<file path="src/rtl/mc_control_fsm.sv">
// Multi-cycle MIPS main control unit: sequences fetch/decode/execute/memory/writeback,
// stalls on memReady in memory states and drives the multi-cycle datapath controls.
module mc_control_fsm #(
  parameter int unsigned ADDI_EN     = 1,
  parameter int unsigned TIMEOUT_CYC = 255,
  parameter int unsigned STATE_W     = 4
) (
  input  logic               clk,
  input  logic               rst,
  input  logic [5:0]         opCode,
  input  logic               memReady,
  output logic               pcWrite,
  output logic               pcWriteCond,
  output logic               iorD,
  output logic               memRead,
  output logic               memWrite,
  output logic               irWrite,
  output logic               memtoReg,
  output logic               regDst,
  output logic               regWrite,
  output logic               ALUSrcA,
  output logic [1:0]         ALUSrcB,
  output logic [1:0]         ALUOp,
  output logic [1:0]         pcSource,
  output logic               instrDone,
  output logic               illegalOp,
  output logic               memTimeout,
  output logic [STATE_W-1:0] state
);

  localparam logic [3:0] StFetch  = 4'd0;
  localparam logic [3:0] StDecode = 4'd1;
  localparam logic [3:0] StMemAdr = 4'd2;
  localparam logic [3:0] StMemRd  = 4'd3;
  localparam logic [3:0] StMemWb  = 4'd4;
  localparam logic [3:0] StMemWr  = 4'd5;
  localparam logic [3:0] StRExec  = 4'd6;
  localparam logic [3:0] StRWb    = 4'd7;
  localparam logic [3:0] StBeq    = 4'd8;
  localparam logic [3:0] StJmp    = 4'd9;
  localparam logic [3:0] StAddiEx = 4'd10;
  localparam logic [3:0] StAddiWb = 4'd11;

  localparam logic [5:0] OpRType = 6'b000000;
  localparam logic [5:0] OpLw    = 6'b100011;
  localparam logic [5:0] OpSw    = 6'b101011;
  localparam logic [5:0] OpBeq   = 6'b000100;
  localparam logic [5:0] OpJ     = 6'b000010;
  localparam logic [5:0] OpAddi  = 6'b001000;

  localparam bit          AddiOn = (ADDI_EN != 0);
  localparam bit          WdogOn = (TIMEOUT_CYC != 0);
  localparam int unsigned CntW   = WdogOn ? $clog2(TIMEOUT_CYC + 1) : 1;
  localparam logic [CntW-1:0] CntMax = CntW'(TIMEOUT_CYC);

  logic [3:0]      state_q, state_d;
  logic [5:0]      op_q;
  logic [CntW-1:0] cnt_q, cnt_d;
  logic            timeout_q, timeout_d;
  logic            op_legal;
  logic            wait_st;
  logic            stalled;

  // Decoded controls before reset gating
  logic       pc_write, pc_write_cond, ior_d, mem_read, mem_write, ir_write;
  logic       memto_reg, reg_dst, reg_write, alu_src_a, instr_done;
  logic [1:0] alu_src_b, alu_op, pc_source;

  always_comb begin
    state_d  = state_q;
    op_legal = 1'b1;
    case (state_q)
      StFetch:  if (memReady) state_d = StDecode;
      StDecode: begin
        case (opCode)
          OpRType:    state_d = StRExec;
          OpLw, OpSw: state_d = StMemAdr;
          OpBeq:      state_d = StBeq;
          OpJ:        state_d = StJmp;
          OpAddi: begin
            if (AddiOn) begin
              state_d = StAddiEx;
            end else begin
              state_d  = StFetch;
              op_legal = 1'b0;
            end
          end
          default: begin
            state_d  = StFetch;
            op_legal = 1'b0;
          end
        endcase
      end
      // Registered opcode keeps lw/sw routing stable if IR changes after DECODE
      StMemAdr: state_d = (op_q == OpLw) ? StMemRd : StMemWr;
      StMemRd:  if (memReady) state_d = StMemWb;
      StMemWr:  if (memReady) state_d = StFetch;
      StRExec:  state_d = StRWb;
      StAddiEx: state_d = StAddiWb;
      StMemWb, StRWb, StAddiWb, StBeq, StJmp: state_d = StFetch;
      default:  state_d = StFetch;
    endcase
  end

  assign wait_st = (state_q == StFetch) || (state_q == StMemRd) || (state_q == StMemWr);
  assign stalled = wait_st && !memReady;

  always_comb begin
    cnt_d = '0;
    if (stalled) begin
      cnt_d = (cnt_q == CntMax) ? cnt_q : cnt_q + 1'b1;
    end
    // Set on the same edge the counter reaches the limit
    timeout_d = timeout_q | (WdogOn && stalled && (cnt_d == CntMax));
  end

  always_ff @(posedge clk or posedge rst) begin
    if (rst) begin
      state_q   <= StFetch;
      op_q      <= '0;
      cnt_q     <= '0;
      timeout_q <= 1'b0;
    end else begin
      state_q   <= state_d;
      cnt_q     <= cnt_d;
      timeout_q <= timeout_d;
      if (state_q == StDecode) op_q <= opCode;
    end
  end

  always_comb begin
    pc_write      = 1'b0;
    pc_write_cond = 1'b0;
    ior_d         = 1'b0;
    mem_read      = 1'b0;
    mem_write     = 1'b0;
    ir_write      = 1'b0;
    memto_reg     = 1'b0;
    reg_dst       = 1'b0;
    reg_write     = 1'b0;
    alu_src_a     = 1'b0;
    alu_src_b     = 2'b00;
    alu_op        = 2'b00;
    pc_source     = 2'b00;
    instr_done    = 1'b0;
    case (state_q)
      StFetch: begin
        mem_read  = 1'b1;
        alu_src_b = 2'b01;
        ir_write  = memReady;
        pc_write  = memReady;
      end
      StDecode: alu_src_b = 2'b11;
      StMemAdr, StAddiEx: begin
        alu_src_a = 1'b1;
        alu_src_b = 2'b10;
      end
      StMemRd: begin
        mem_read = 1'b1;
        ior_d    = 1'b1;
      end
      StMemWr: begin
        mem_write  = 1'b1;
        ior_d      = 1'b1;
        instr_done = memReady;
      end
      StMemWb: begin
        memto_reg  = 1'b1;
        reg_write  = 1'b1;
        instr_done = 1'b1;
      end
      StRExec: begin
        alu_src_a = 1'b1;
        alu_op    = 2'b10;
      end
      StRWb: begin
        reg_dst    = 1'b1;
        reg_write  = 1'b1;
        instr_done = 1'b1;
      end
      StAddiWb: begin
        reg_write  = 1'b1;
        instr_done = 1'b1;
      end
      StBeq: begin
        alu_src_a     = 1'b1;
        alu_op        = 2'b01;
        pc_write_cond = 1'b1;
        pc_source     = 2'b01;
        instr_done    = 1'b1;
      end
      StJmp: begin
        pc_write   = 1'b1;
        pc_source  = 2'b10;
        instr_done = 1'b1;
      end
      default: ;
    endcase
  end

  // Gate with rst so no enable can be high while reset is asserted
  assign pcWrite     = ~rst & pc_write;
  assign pcWriteCond = ~rst & pc_write_cond;
  assign iorD        = ~rst & ior_d;
  assign memRead     = ~rst & mem_read;
  assign memWrite    = ~rst & mem_write;
  assign irWrite     = ~rst & ir_write;
  assign memtoReg    = ~rst & memto_reg;
  assign regDst      = ~rst & reg_dst;
  assign regWrite    = ~rst & reg_write;
  assign ALUSrcA     = ~rst & alu_src_a;
  assign ALUSrcB     = rst ? 2'b00 : alu_src_b;
  assign ALUOp       = rst ? 2'b00 : alu_op;
  assign pcSource    = rst ? 2'b00 : pc_source;
  assign instrDone   = ~rst & instr_done;
  assign illegalOp   = ~rst & (state_q == StDecode) & ~op_legal;
  assign memTimeout  = ~rst & timeout_q;
  assign state       = rst ? '0 : STATE_W'(state_q);

endmodule

</file>
<file path="config.mk">
export PLATFORM = sky130hd
export DESIGN_NAME = mc_control_fsm
export DESIGN_NICKNAME = d
export VERILOG_FILES = /design/src/rtl/mc_control_fsm.sv
export SDC_FILE = /design/constraint.sdc
export NUM_CORES = 1
export LEC_CHECK = 0
export ABC_AREA = 1
export BUFFER_PORTS_ARGS = -buffer_cell sky130_fd_sc_hd__buf_2
export CORE_MARGIN = 1
export CORE_UTILIZATION = 40
export CTS_BUF_LIST = sky130_fd_sc_hd__clkbuf_2
export DETAILED_ROUTE_END_ITERATION = 16
export HOLD_SLACK_MARGIN = 0.03
export PLACE_DENSITY = 0.58
export REMOVE_ABC_BUFFERS = 1
export SLEW_MARGIN = 0
export SYNTH_ARGS = -nofsm -noshare
export SYNTH_HDL_FRONTEND = slang
export SYNTH_SLANG_ARGS = --single-unit
</file>
<file path="constraint.sdc">
create_clock -name clk -period 3.25 [get_ports clk]
set_clock_uncertainty 0.15 [all_clocks]
set_input_delay 0.1625 -clock clk [delete_from_list [all_inputs] [get_ports clk]]
set_output_delay 0.1625 -clock clk [all_outputs]
set_load 0.005 [all_outputs]
</file>
Word-level counts from Yosys, hierarchy flattened
Index checks and enable logic that the tools add are counted.

word-level totals
  bits in registers = 19
  output and inout port bits = 23

operators by class
  $add $sub $neg = 1
  equality and inequality tests = 22
  multiplexer cells = 28
  bitwise logic cells = 17
  reductions and logical operators = 16

operator list
  kind                                                              number
  4-bit one-hot mux with 7 select lines                             1
  4-bit one-hot mux with 5 select lines                             1
  6-bit == test (second input constant)                             3
  4-bit by 3-bit == test with 1-bit output (second input constant)  4
  4-bit == test (second input constant)                             4
  8-bit == test (second input constant)                             2
  4-bit 2-to-1 mux                                                  4
  8-bit 2-to-1 mux                                                  2
  1-bit AND                                                         14
  1-bit 2-to-1 mux                                                  11
  8-bit by 1-bit adder with 8-bit output (second input constant)    1
  4-bit by 2-bit == test with 1-bit output (second input constant)  2
  2-bit one-hot mux with 2 select lines                             2
  2-bit OR reduction                                                4
  6-bit by 2-bit == test with 1-bit output (second input constant)  1
  6-bit by 3-bit == test with 1-bit output (second input constant)  1
  6-bit by 4-bit == test with 1-bit output (second input constant)  1
  6-bit zero test                                                   1
  2-bit 2-to-1 mux                                                  3
  2-bit inequality test (second input constant)                     3
  2-bit one-hot mux with 3 select lines                             1
  6-bit OR reduction                                                1
  5-bit OR reduction                                                1
  4-bit by 1-bit == test with 1-bit output (second input constant)  1
  11 further kinds                                                  15

Longest topological paths before layout
  depth after elaboration = 8
  gate-level depth with buffers = 11
  gate-level depth less buffers = 11

Worst setup path before layout
OpenSTA, ideal clock, no wires.

  path type = register to register
  from = register cnt_q[0]
  to = register timeout_q
  arrival time = 1.349 ns
  required time = 3.035 ns
  slack = 1.686 ns
  stages on the path, launching flop included = 12
  buffers on the path = 0
  period minus slack after synthesis = 1.564 ns
  path through = dfrtp_1 -> ha_1 -> inv_1 -> nor2_4 -> nand2_4 -> nand2_2 -> nand2_1 -> nor2_4 -> nand2_2 -> nor2_1 -> nand2_1 -> nand2_1

on the way
  cells in the longest elaborated chain, start to end = 6
  elaborated cells between the ends (all ways) = 7
  classes of those cells = 1 x add/sub; 2 x eq/ne; 2 x mux; 1 x bitwise; 1 x reduce/logical

RTL lines
  element                                                                         RTL line  source
  start, declared                                                                 58        logic [CntW-1:0] cnt_q, cnt_d;
  start signal, assigned                                                          125       cnt_q <= cnt_d;
  8-bit by 1-bit adder with 8-bit output / 8-bit == test (equally long branches)  111       cnt_d = (cnt_q == CntMax) ? cnt_q : cnt_q + 1'b1;
  8-bit 2-to-1 mux *                                                              111
  8-bit 2-to-1 mux *                                                              110       if (stalled) begin
  8-bit == test *                                                                 114       timeout_d = timeout_q | (WdogOn && stalled && (cnt_d == CntMax));
  1-bit logical AND *                                                             114
  1-bit OR *                                                                      114
  net timeout_d                                                                   59        logic timeout_q, timeout_d;
  end signal, assigned                                                            126       timeout_q <= timeout_d;
  end, declared                                                                   59

Mark *: on every way through the listed nets, which the timed path passes. The rest lies on a longest branch.
A chain may end at the register's enable or synchronous reset.

Worst setup path in the final report
  from = input rst
  to = output illegalOp

on the way
  cells in the longest elaborated chain, start to end = 3

RTL lines
  element                  RTL line  source
  start, declared          9         input logic rst,
  1-bit inverter           216       assign illegalOp = ~rst & (state_q == StDecode) & ~op_legal;
  1-bit AND (2 in series)  216
  end, declared            26        output logic illegalOp,

Every way passes these cells.

==> results.ini <==
[status]
outcome = completed

[setup_path]
max_stage_delay_ps = 610
critical_path_arrival_ps = 1950
cp.required_ps = 2940
cp_cell_sequence = dlygate4sd3_1 -> buf_2 -> inv_1 -> nand3_1 -> nor2_1 -> buf_2
worstRegToRegCells = 11
critPathLaunchType = input port
crit_slowest_cell = inv_1
cpMostUsedCell = buf_2
path_buf_inv = 4
critPathTopFamily = buffers and inverters
reg2reg_to = timeout_q$_DFF_PP0_
reg2reg_from = cnt_q[0]$_DFF_PP0_
worstSetupPathType = input port to primary output
crit_fanout = 21
endpoint_kind = primary output
regToRegSetupSlack_ps = 1460
startpoint = rst

[finish]
fillCellCount = 343
multiInputGateArea_sq_um = 728.2
drive_above_1_share = 0.2058
n_antenna_cell = 0
regArea_sq_um = 475.5
area_growth_pct = 21.01
fin_nets = 254

[clocking]
post_cts_buffers = 0
cts_buffers = 3
cts_tree = yes
clk_pin_slew_ps = 170
htree_num_levels = 1
ctsResizeCount = 0
clock_sink_count = 19
worst_skew_pair.late_latency_ps = 290
clk_path_buf_depth = 2
cts-root-buf = clkbuf_2

[power_and_ir_drop]
p_seq_frac = 0.446
p_sw_uw = 308.4
power.total_uw = 737.8
leakage_nw = 0.8952
vdd_drop_max_uv = 284.8
internal_power_uw = 429.4
pwr-share-clk = 0.135
switching_share = 0.4180
combPwrFrac = 0.418
p_per_area_nw_per_um2 = 455.0

[timing]
tightest_slew_ps = 769.9
finalSetupViolCount = 0
finalHoldViolations = 0
min_period_ps = 2263
hold-worst-slack_ps = 76.90
drv_slew = 0
fmax_mhz = 441.9
fin_setup_tns_ps = 0
rsz0062_at_grt = no
slew_headroom = 0.4862
min_period_over_period = 0.6962

[drt]
drc = 0
vias = 1390
firstDrtPassIters = 4
drt_iter0_drc = 78
avgViaCountPerCell = 4.843
ant_nets = 0
wl_per_cell_um = 11.29
totalWireLength_um = 3241

[job]
drv_cap = 0

[global_routing]
grt_pass1_vias = 1244
grt_max_degree = 22
grt_use_total = 0.1982
grt_pass1_wl_um = 5319
antenna_found_initial = 0
gr-total-overflow = 0

[synth]
synth_cells = 205
synth.distinct_cells = 25
ys_seq_area_frac = 0.3548
yosys.cell_count.top_type = nand2_1
synth.avg_cell_area_sq_um = 6.537
synth_top_cell_by_area = dfrtp_1
yosysWarnings = 0
synth-seq-cells = 19
ys_top_cells_by_count = nand2_1, nor2_1, inv_1, dfrtp_1, nand3_1
yosys.area.top_type_share = 0.3548
synthTopCellsByArea = dfrtp_1, nand2_1, nor2_1, inv_1, nand3_1
syn_area_sq_um = 1340
synth_ff_type = dfrtp_1
synth_edf_count = 0
async_flop_share = 1.000

[placed_design]
dp_hpwl_um = 2474
io_buffers = 31
gp_congestion = 0.8294

[floorplan]
ioPinCount = 32
row_count = 20
die_h_um = 59.88
dieWidth_um = 59.88
fp.coreArea_sq_um = 3128
start_util = 0.4284
die_area_sq_um = 3586

[min_path]
hp-start = memReady
hold_path_class = input port to flip-flop
min_to = state_q[2]$_DFFE_PP0P_
hold_depth = 4

## placed cells by master (no fill, tap or decap), types with 2 or more instances in the layout
cell type / count
nor2_2: 3
nand3_1: 19
o21ai_0: 11
nand4_1: 5
a21oi_1: 8
nand2_2: 3
dfrtp_1: 19
nand3b_1: 2
nor2_1: 32
buf_2: 31
dlygate4sd3_1: 7
nand2_1: 55
nor2_4: 3
inv_1: 29
o2111ai_1: 2
clkbuf_2: 4
## routing by layer
layer / routed length (um) / GRT usage
met5: 0 / 0
met3: 116 / 0.04545
met4: 10 / 0.05316
met2: 1510 / 0.3222
met1: 1603 / 0.2639
## power by group through the flow
stage                     Sequential (mW)  Combinational [mW]  Clock [mW]
final                               0.329               0.309      0.0998
after floorplan                     0.324               0.214           0
after detailed placement            0.333               0.301           0
after global placement              0.331               0.297           0
after CTS                           0.329               0.309       0.107
after global routing                0.337               0.350       0.118
## worst max path at each step
stage	end	slack [ps]	cells after the start
floorplan	illegalOp	1680	5
global placement	illegalOp	1450	6
detailed placement	illegalOp	1400	6
CTS	illegalOp	930	6
global route	illegalOp	730	6
finish	illegalOp	990	6
## final cells by class
| type | instances | area share |
|---|---|---|
| tap | 44 | 0.03395 |
| inverter | 31 | 0.07253 |
| timing repair buffer | 38 | 0.1389 |
| sequential | 19 | 0.2932 |
| multi-input combinational | 151 | 0.4491 |
| clock buffer | 4 | 0.01235 |
## state kept, by name, summed over array words and instances (netlist names)
| name | flops |
|---|---|
| cnt_q | 8 |
| op_q | 6 |
| state_q | 4 |
| timeout_q | 1 |
## worst reg2reg max path: cells and delay by family (launching register included)
family	cells	cell delay, ps
adder cells (fa/ha/maj)	1	260
buffers and inverters	1	100
flip-flops	1	440
AND/OR/NAND/NOR	9	790
## metrics by stage
stage               setup WS [ps]  instance area (sq um)  utilization  cells
floorplan                    1684                   1321            -    201
global placement             1453                   1531       0.4896    276
detailed placement           1396                   1531       0.4896    276
CTS                         933.4                   1622       0.5184    287
global route                734.1                   1622       0.5184    287
finish                      987.3                   1622       0.5184    287
## cells by family (layout without fill, tap and decap cells)
| logic type | count (synthesis) | in the layout | share of synthesized area |
|---|---|---|---|
| AND/OR/NAND/NOR | 128 | 128 | 0.4454 |
| buffers and inverters | 35 | 73 | 0.1018 |
| AO/OA/AOI/OAI | 22 | 22 | 0.08871 |
| flip-flops | 19 | 19 | 0.3548 |
| adder cells (fa/ha/maj) | 1 | 1 | 0.009336 |
## what timing repair did
action	4_1_cts	5_1_grt
setup endpoints to repair	0	0
endpoints found under the hold margin	25	0
hold buffers	7	0
Note: power is estimated with default switching activity, not from simulation.
